<file path="config.mk">
export PLATFORM = sky130hd
export DESIGN_NAME = bcd_to_bin_seq
export DESIGN_NICKNAME = d
export VERILOG_FILES = /design/src/rtl/bcd_to_bin_seq.sv
export SDC_FILE = /design/constraint.sdc
export NUM_CORES = 1
export LEC_CHECK = 0
export ABC_AREA = 1
export BUFFER_PORTS_ARGS = -buffer_cell sky130_fd_sc_hd__buf_2
export CAP_MARGIN = 15
export CORE_MARGIN = 2
export CORE_UTILIZATION = 51
export DETAILED_ROUTE_END_ITERATION = 10
export GPL_TIMING_DRIVEN = 0
export PLACE_DENSITY = 0.75
export SYNTH_ARGS = -nofsm -noshare
export SYNTH_HDL_FRONTEND = slang
export SYNTH_SLANG_ARGS = --single-unit
</file>
<file path="constraint.sdc">
create_clock -name clk -period 2.24 [get_ports clk]
set_input_delay 0.224 -clock clk [delete_from_list [all_inputs] [get_ports clk]]
set_output_delay 0.224 -clock clk [all_outputs]
set_load 0.03 [all_outputs]
</file>
<file path="src/rtl/bcd_to_bin_seq.sv">
// bcd_to_bin_seq: sequential packed-BCD to binary converter, one digit per clock, MSD first
//   clk    - rising-edge clock
//   rst    - asynchronous active-high reset
//   start  - conversion request, sampled only while idle
//   bcd_in - packed BCD digits, units digit at [3:0]
//   busy   - conversion in progress
//   done   - one-cycle pulse when bin/err are updated
//   bin    - binary result, held until the next done
//   err    - last result contained a digit above 9 (bin forced to 0)
module bcd_to_bin_seq #(
    parameter int DIGITS = 3,
    parameter int BIN_W  = 10
) (
    input  logic                  clk,
    input  logic                  rst,
    input  logic                  start,
    input  logic [4*DIGITS-1:0]   bcd_in,
    output logic                  busy,
    output logic                  done,
    output logic [BIN_W-1:0]      bin,
    output logic                  err
);
    localparam int IDX_W = DIGITS > 1 ? $clog2(DIGITS) : 1;
    localparam int ACC_W = BIN_W + 4;

    typedef enum logic {IDLE, CONV} state_t;

    state_t              state;
    logic [4*DIGITS-1:0] shadow;
    logic [ACC_W-1:0]    acc;
    logic [IDX_W-1:0]    idx;
    logic                bad;
    logic [3:0]          dig;
    logic [ACC_W-1:0]    acc10;
    logic                any_bad;

    // acc*10 + digit built from shifts so no multiplier is inferred
    always_comb begin
        dig   = 4'(shadow >> {idx, 2'b00});
        acc10 = (acc << 3) + (acc << 1) + {{BIN_W{1'b0}}, dig};
    end

    always_comb begin
        any_bad = 1'b0;
        for (int i = 0; i < DIGITS; i++)
            any_bad = any_bad | (bcd_in[i*4 +: 4] > 4'd9);
    end

    always_ff @(posedge clk or posedge rst) begin
        if (rst) begin
            state  <= IDLE;
            shadow <= '0;
            acc    <= '0;
            idx    <= '0;
            bad    <= 1'b0;
            busy   <= 1'b0;
            done   <= 1'b0;
            bin    <= '0;
            err    <= 1'b0;
        end else if (state == IDLE) begin
            done <= 1'b0;
            if (start) begin
                shadow <= bcd_in;
                acc    <= '0;
                idx    <= IDX_W'(DIGITS - 1);
                bad    <= any_bad;
                busy   <= 1'b1;
                state  <= CONV;
            end
        end else begin
            acc <= acc10;
            idx <= idx - IDX_W'(1);
            if (idx == '0) begin
                bin   <= bad ? '0 : acc10[BIN_W-1:0];
                err   <= bad;
                done  <= 1'b1;
                busy  <= 1'b0;
                state <= IDLE;
            end
        end
    end
endmodule

</file>
==> impl_metrics.prom <==
# TYPE chip_impl_metric gauge
chip_impl_metric{name="count_of_flip_flops_with_a_built_in_enable_after_synthesis",unit=""} 0
chip_impl_info{name="synth_largest_area_cell",value="sky130_fd_sc_hd__dfrtp_1"} 1
chip_impl_metric{name="synth_simple_gate_area_share",unit="%"} 25.82
chip_impl_metric{name="global_route.usage.total",unit="%"} 21.43
chip_impl_metric{name="synth.yosys.seq_area_share",unit="%"} 46.40
chip_impl_info{name="critical_path.slowest_cell",value="sky130_fd_sc_hd__fa_2"} 1
chip_impl_metric{name="hpwlAfterDp",unit="um"} 3069
chip_impl_metric{name="max-cap-violations",unit=""} 0
chip_impl_metric{name="routed_vias",unit=""} 1703
chip_impl_info{name="violations",value="negative setup slack"} 1
chip_impl_metric{name="worst-endpoint-required",unit="ns"} 2.48
chip_impl_metric{name="cts_sinks",unit=""} 38
chip_impl_metric{name="horiz_die_dim",unit="um"} 67.39
chip_impl_metric{name="area_share_of_xor_xnor_cells_in_the_synthesized_design",unit="%"} 1.221
chip_impl_metric{name="clkSlewWorstSetupHoldPaths",unit="ns"} 0.09
chip_impl_metric{name="detailedRoute.firstPassIterationCount",unit=""} 4
chip_impl_metric{name="critical_path.max_fanout",unit=""} 5
chip_impl_metric{name="area_delta_synth_final",unit="%"} 22.77
chip_impl_metric{name="worstMarginPinSlew",unit="ns"} 0.7465
chip_impl_info{name="rsz_0062_raised_after_global_routing",value="yes"} 1
chip_impl_metric{name="detail_route.iter0.violations",unit=""} 93
chip_impl_metric{name="vdd_ir_drop_max",unit="mV"} 0.7218
chip_impl_info{name="critPathTopFamily",value="adder cells"} 1
chip_impl_metric{name="number_of_antenna_violations_at_the_first_check_in_global_routing",unit=""} 0
chip_impl_metric{name="final_hold_viol_count",unit=""} 0
chip_impl_info{name="outcome",value="finished, violations left"} 1
chip_impl_metric{name="clock_insertion_delay_worst_skew",unit="ns"} 0.30
chip_impl_info{name="post-synth-top-count-cell",value="sky130_fd_sc_hd__nand2_1"} 1
chip_impl_info{name="worstPathCellList",value="inv_2, nand2_4, o221ai_2, fa_2, fa_2, o21ai_2, xor2_2, nand2_1, nand2_1"} 1
chip_impl_metric{name="cts_inserted_buffers",unit=""} 5
chip_impl_metric{name="vias_in_the_first_global_route",unit=""} 1541
chip_impl_metric{name="worst_hold_slack",unit="ns"} 0.03856
chip_impl_metric{name="htreeDepth",unit=""} 2
chip_impl_metric{name="synth.cell_area",unit="mm^2"} 0.002049
chip_impl_info{name="ys_top_cells_by_area",value="sky130_fd_sc_hd__dfrtp_1, sky130_fd_sc_hd__nand2_1, sky130_fd_sc_hd__ha_1, sky130_fd_sc_hd__inv_1, sky130_fd_sc_hd__o21ai_0"} 1
chip_impl_metric{name="max-clock-path-buffers",unit=""} 2
chip_impl_metric{name="placeableCoreArea",unit="mm^2"} 0.003943
chip_impl_metric{name="postCtsHoldBufs",unit=""} 0
chip_impl_metric{name="finalClockSkew",unit="ns"} 0.01015
chip_impl_metric{name="grt_overflow",unit=""} 0
chip_impl_info{name="root_buffer_cell",value="sky130_fd_sc_hd__clkbuf_8"} 1
chip_impl_metric{name="slew_headroom",unit="%"} 50.18
chip_impl_info{name="synth_top_family_by_area",value="simple AND/OR/NAND/NOR gates"} 1
chip_impl_info{name="holdCritPathClass",value="input port to async pin"} 1
chip_impl_metric{name="mux_contribution_to_synthesized_area",unit="%"} 0
chip_impl_metric{name="synth.net_count",unit=""} 274
chip_impl_metric{name="synth-async-reset-ratio",unit="%"} 100.0
chip_impl_metric{name="pwr_density_cell",unit="mW/mm^2"} 1746
chip_impl_info{name="crit_type",value="register to register"} 1
chip_impl_metric{name="fraction_of_final_layout_cells_with_drive_strength_greater_than_1",unit="%"} 25.87
chip_impl_metric{name="floorplan.die_area",unit="mm^2"} 0.004541
chip_impl_metric{name="avgSynthCellArea",unit="um^2"} 8.469
chip_impl_metric{name="synth.ff_latch_count",unit=""} 38
chip_impl_metric{name="yosysUniqueCellTypes",unit=""} 28
chip_impl_metric{name="die_height",unit="um"} 67.39
chip_impl_metric{name="layout.area.seq",unit="um^2"} 950.9
chip_impl_info{name="tritoncts",value="done"} 1
chip_impl_metric{name="ant_nets",unit=""} 0
chip_impl_metric{name="arrival",unit="ns"} 2.57
chip_impl_info{name="synth-main-ff-cell",value="sky130_fd_sc_hd__dfrtp_1"} 1
chip_impl_metric{name="global_route_wire_length_before_repair",unit="um"} 7100
chip_impl_metric{name="synth-compound-area-share",unit="%"} 8.425
chip_impl_metric{name="layout.nets",unit=""} 317
chip_impl_metric{name="number_of_input_and_output_port_buffers_inserted",unit=""} 27
chip_impl_metric{name="critical_path_s_largest_stage_delay",unit="ns"} 0.52
chip_impl_info{name="synth_common_cells",value="sky130_fd_sc_hd__nand2_1, sky130_fd_sc_hd__dfrtp_1, sky130_fd_sc_hd__inv_1, sky130_fd_sc_hd__ha_1, sky130_fd_sc_hd__o21ai_0"} 1
chip_impl_metric{name="gp_routability_congestion",unit=""} 0.8263
chip_impl_metric{name="final_period_minus_worst_setup_slack",unit="ns"} 2.332
chip_impl_metric{name="power.leakage",unit="nW"} 1.376
chip_impl_metric{name="number_of_filler_cells_placed_in_the_layout",unit=""} 328
chip_impl_metric{name="floorplan.initialDensity",unit="%"} 51.98
chip_impl_metric{name="n_antenna_cell",unit=""} 0
chip_impl_metric{name="avgViaCountPerCell",unit=""} 5.068
chip_impl_metric{name="multiInputGateArea",unit="mm^2"} 0.001016
chip_impl_metric{name="synth_warnings",unit=""} 0
chip_impl_metric{name="synthesis.instances",unit=""} 242
chip_impl_metric{name="pin_count",unit=""} 28
chip_impl_metric{name="setup_viol",unit=""} 6
chip_impl_metric{name="synthAdderAreaFrac",unit="%"} 11.11
chip_impl_metric{name="post-route-worst-setup-slack",unit="ns"} -0.09211
chip_impl_metric{name="timing_max_transition_violations_final",unit=""} 0
chip_impl_info{name="setup.worst_path.end_class",value="register"} 1
chip_impl_metric{name="grt_max_degree",unit=""} 22
chip_impl_metric{name="maxClockFrequency",unit="MHz"} 428.8
chip_impl_metric{name="rows",unit=""} 23
chip_impl_metric{name="path_buf_inv",unit=""} 1
chip_impl_metric{name="number_of_design_rule_violations_left_after_detail_routing",unit=""} 0
chip_impl_info{name="crit_path_launch_type",value="register"} 1
chip_impl_metric{name="post_drt_wl_per_cell",unit="um"} 13.44
chip_impl_metric{name="synthDominantCellAreaShare",unit="%"} 46.40
chip_impl_metric{name="design_power_total",unit="W"} 0.004394
chip_impl_metric{name="totalWireLength",unit="um"} 4515
chip_impl_metric{name="layout_worst_path_cycle_share",unit="%"} 104.1
placed cells by master, fill, tap and decap left out, types with 3 or more instances in the layout:
cell type                  count
sky130_fd_sc_hd__nand3b_1      3
sky130_fd_sc_hd__buf_2        28
sky130_fd_sc_hd__nand2_1      88
sky130_fd_sc_hd__nand3_1      10
sky130_fd_sc_hd__o21ai_0      11
sky130_fd_sc_hd__inv_2         7
sky130_fd_sc_hd__inv_1        22
sky130_fd_sc_hd__ha_1         13
sky130_fd_sc_hd__o21ai_1       6
sky130_fd_sc_hd__dfrtp_1      38
sky130_fd_sc_hd__buf_4         9
sky130_fd_sc_hd__a21oi_1       4
sky130_fd_sc_hd__nor2_1       10
sky130_fd_sc_hd__clkbuf_8      5
state kept, by name, indices dropped and copies added (netlist names):
name / cells
acc: 9
bad: 1
bin: 10
busy: 1
done: 1
err: 1
idx: 2
shadow: 12
state: 1
cell type report:
type                    instances  area share (%)
clock buffers                   5           2.735
multi-input cells             170           40.38
well taps                      50           2.486
flip-flops and latches         38           37.79
plain buffers                   4           1.243
clock inverters                 3           1.790
repair buffers                 36           9.001
inverters                      30           4.575
stage by stage:
stage	setup slack [ns]	cell area (um^2)	std cells	util, %	setup TNS [ns]
3_5_place_dp	-0.1740	2277	320	57.76	-1.400
5_1_grt	-0.1730	2516	336	63.82	-1.302
6_report	-0.09211	2516	336	63.82	-0.4204
3_3_place_gp	-0.1657	2250	319	57.06	-1.363
4_1_cts	-0.01383	2464	333	62.49	-0.03502
2_1_floorplan	0.02299	2052	242	-	0
final timing paths:
kind                       startpoint        end  slack (ns)  cells past startpoint
setup / recovery               idx[1]     bin[6]       -0.09                      9
hold / removal                    rst      state        0.04                      2
setup reg to reg               idx[1]     bin[6]       -0.09                      9
hold reg to reg                  done       done        0.47                      2
max in group asynchronous         rst  shadow[2]        1.63                      3
min in group clk            bcd_in[8]  shadow[8]        0.13                      3
per-layer routing:
metal | track usage, % | vias to the layer above | share of wire, %
li1 | - | 858 | -
met1 | 27.72 | 794 | 43
met2 | 33.66 | 41 | 50
met3 | 6.667 | 10 | 5.0
met4 | 8.163 | 0 | 1.8
met5 | 0 | - | 0
repair_timing:
action | CTS | global route
buffers inserted | 5 | 3
gates resized for setup | 11 | 7
setup endpoints to repair | 13 | 11
pin swaps | 4 | 1
cloned | 0 | 0
endpoints found under the hold margin | 0 | 0
power breakdown:
| group | total, W | switching, W | internal, W |
|---|---|---|---|
| Sequential | 0.00123 | 0.000228 | 0.00100 |
| Clock | 0.000597 | 0.000265 | 0.000331 |
| Combinational | 0.00257 | 0.00155 | 0.00102 |
logic make-up (layout without fill, tap and decap cells):
group           after synthesis  after routing
compound gates               30             30
flops                        38             38
buf+inv                      34             78
fa+ha+maj                    17             17
simple gates                121            121
xor+xnor                      2              2
(Power assumes the default switching activity.)
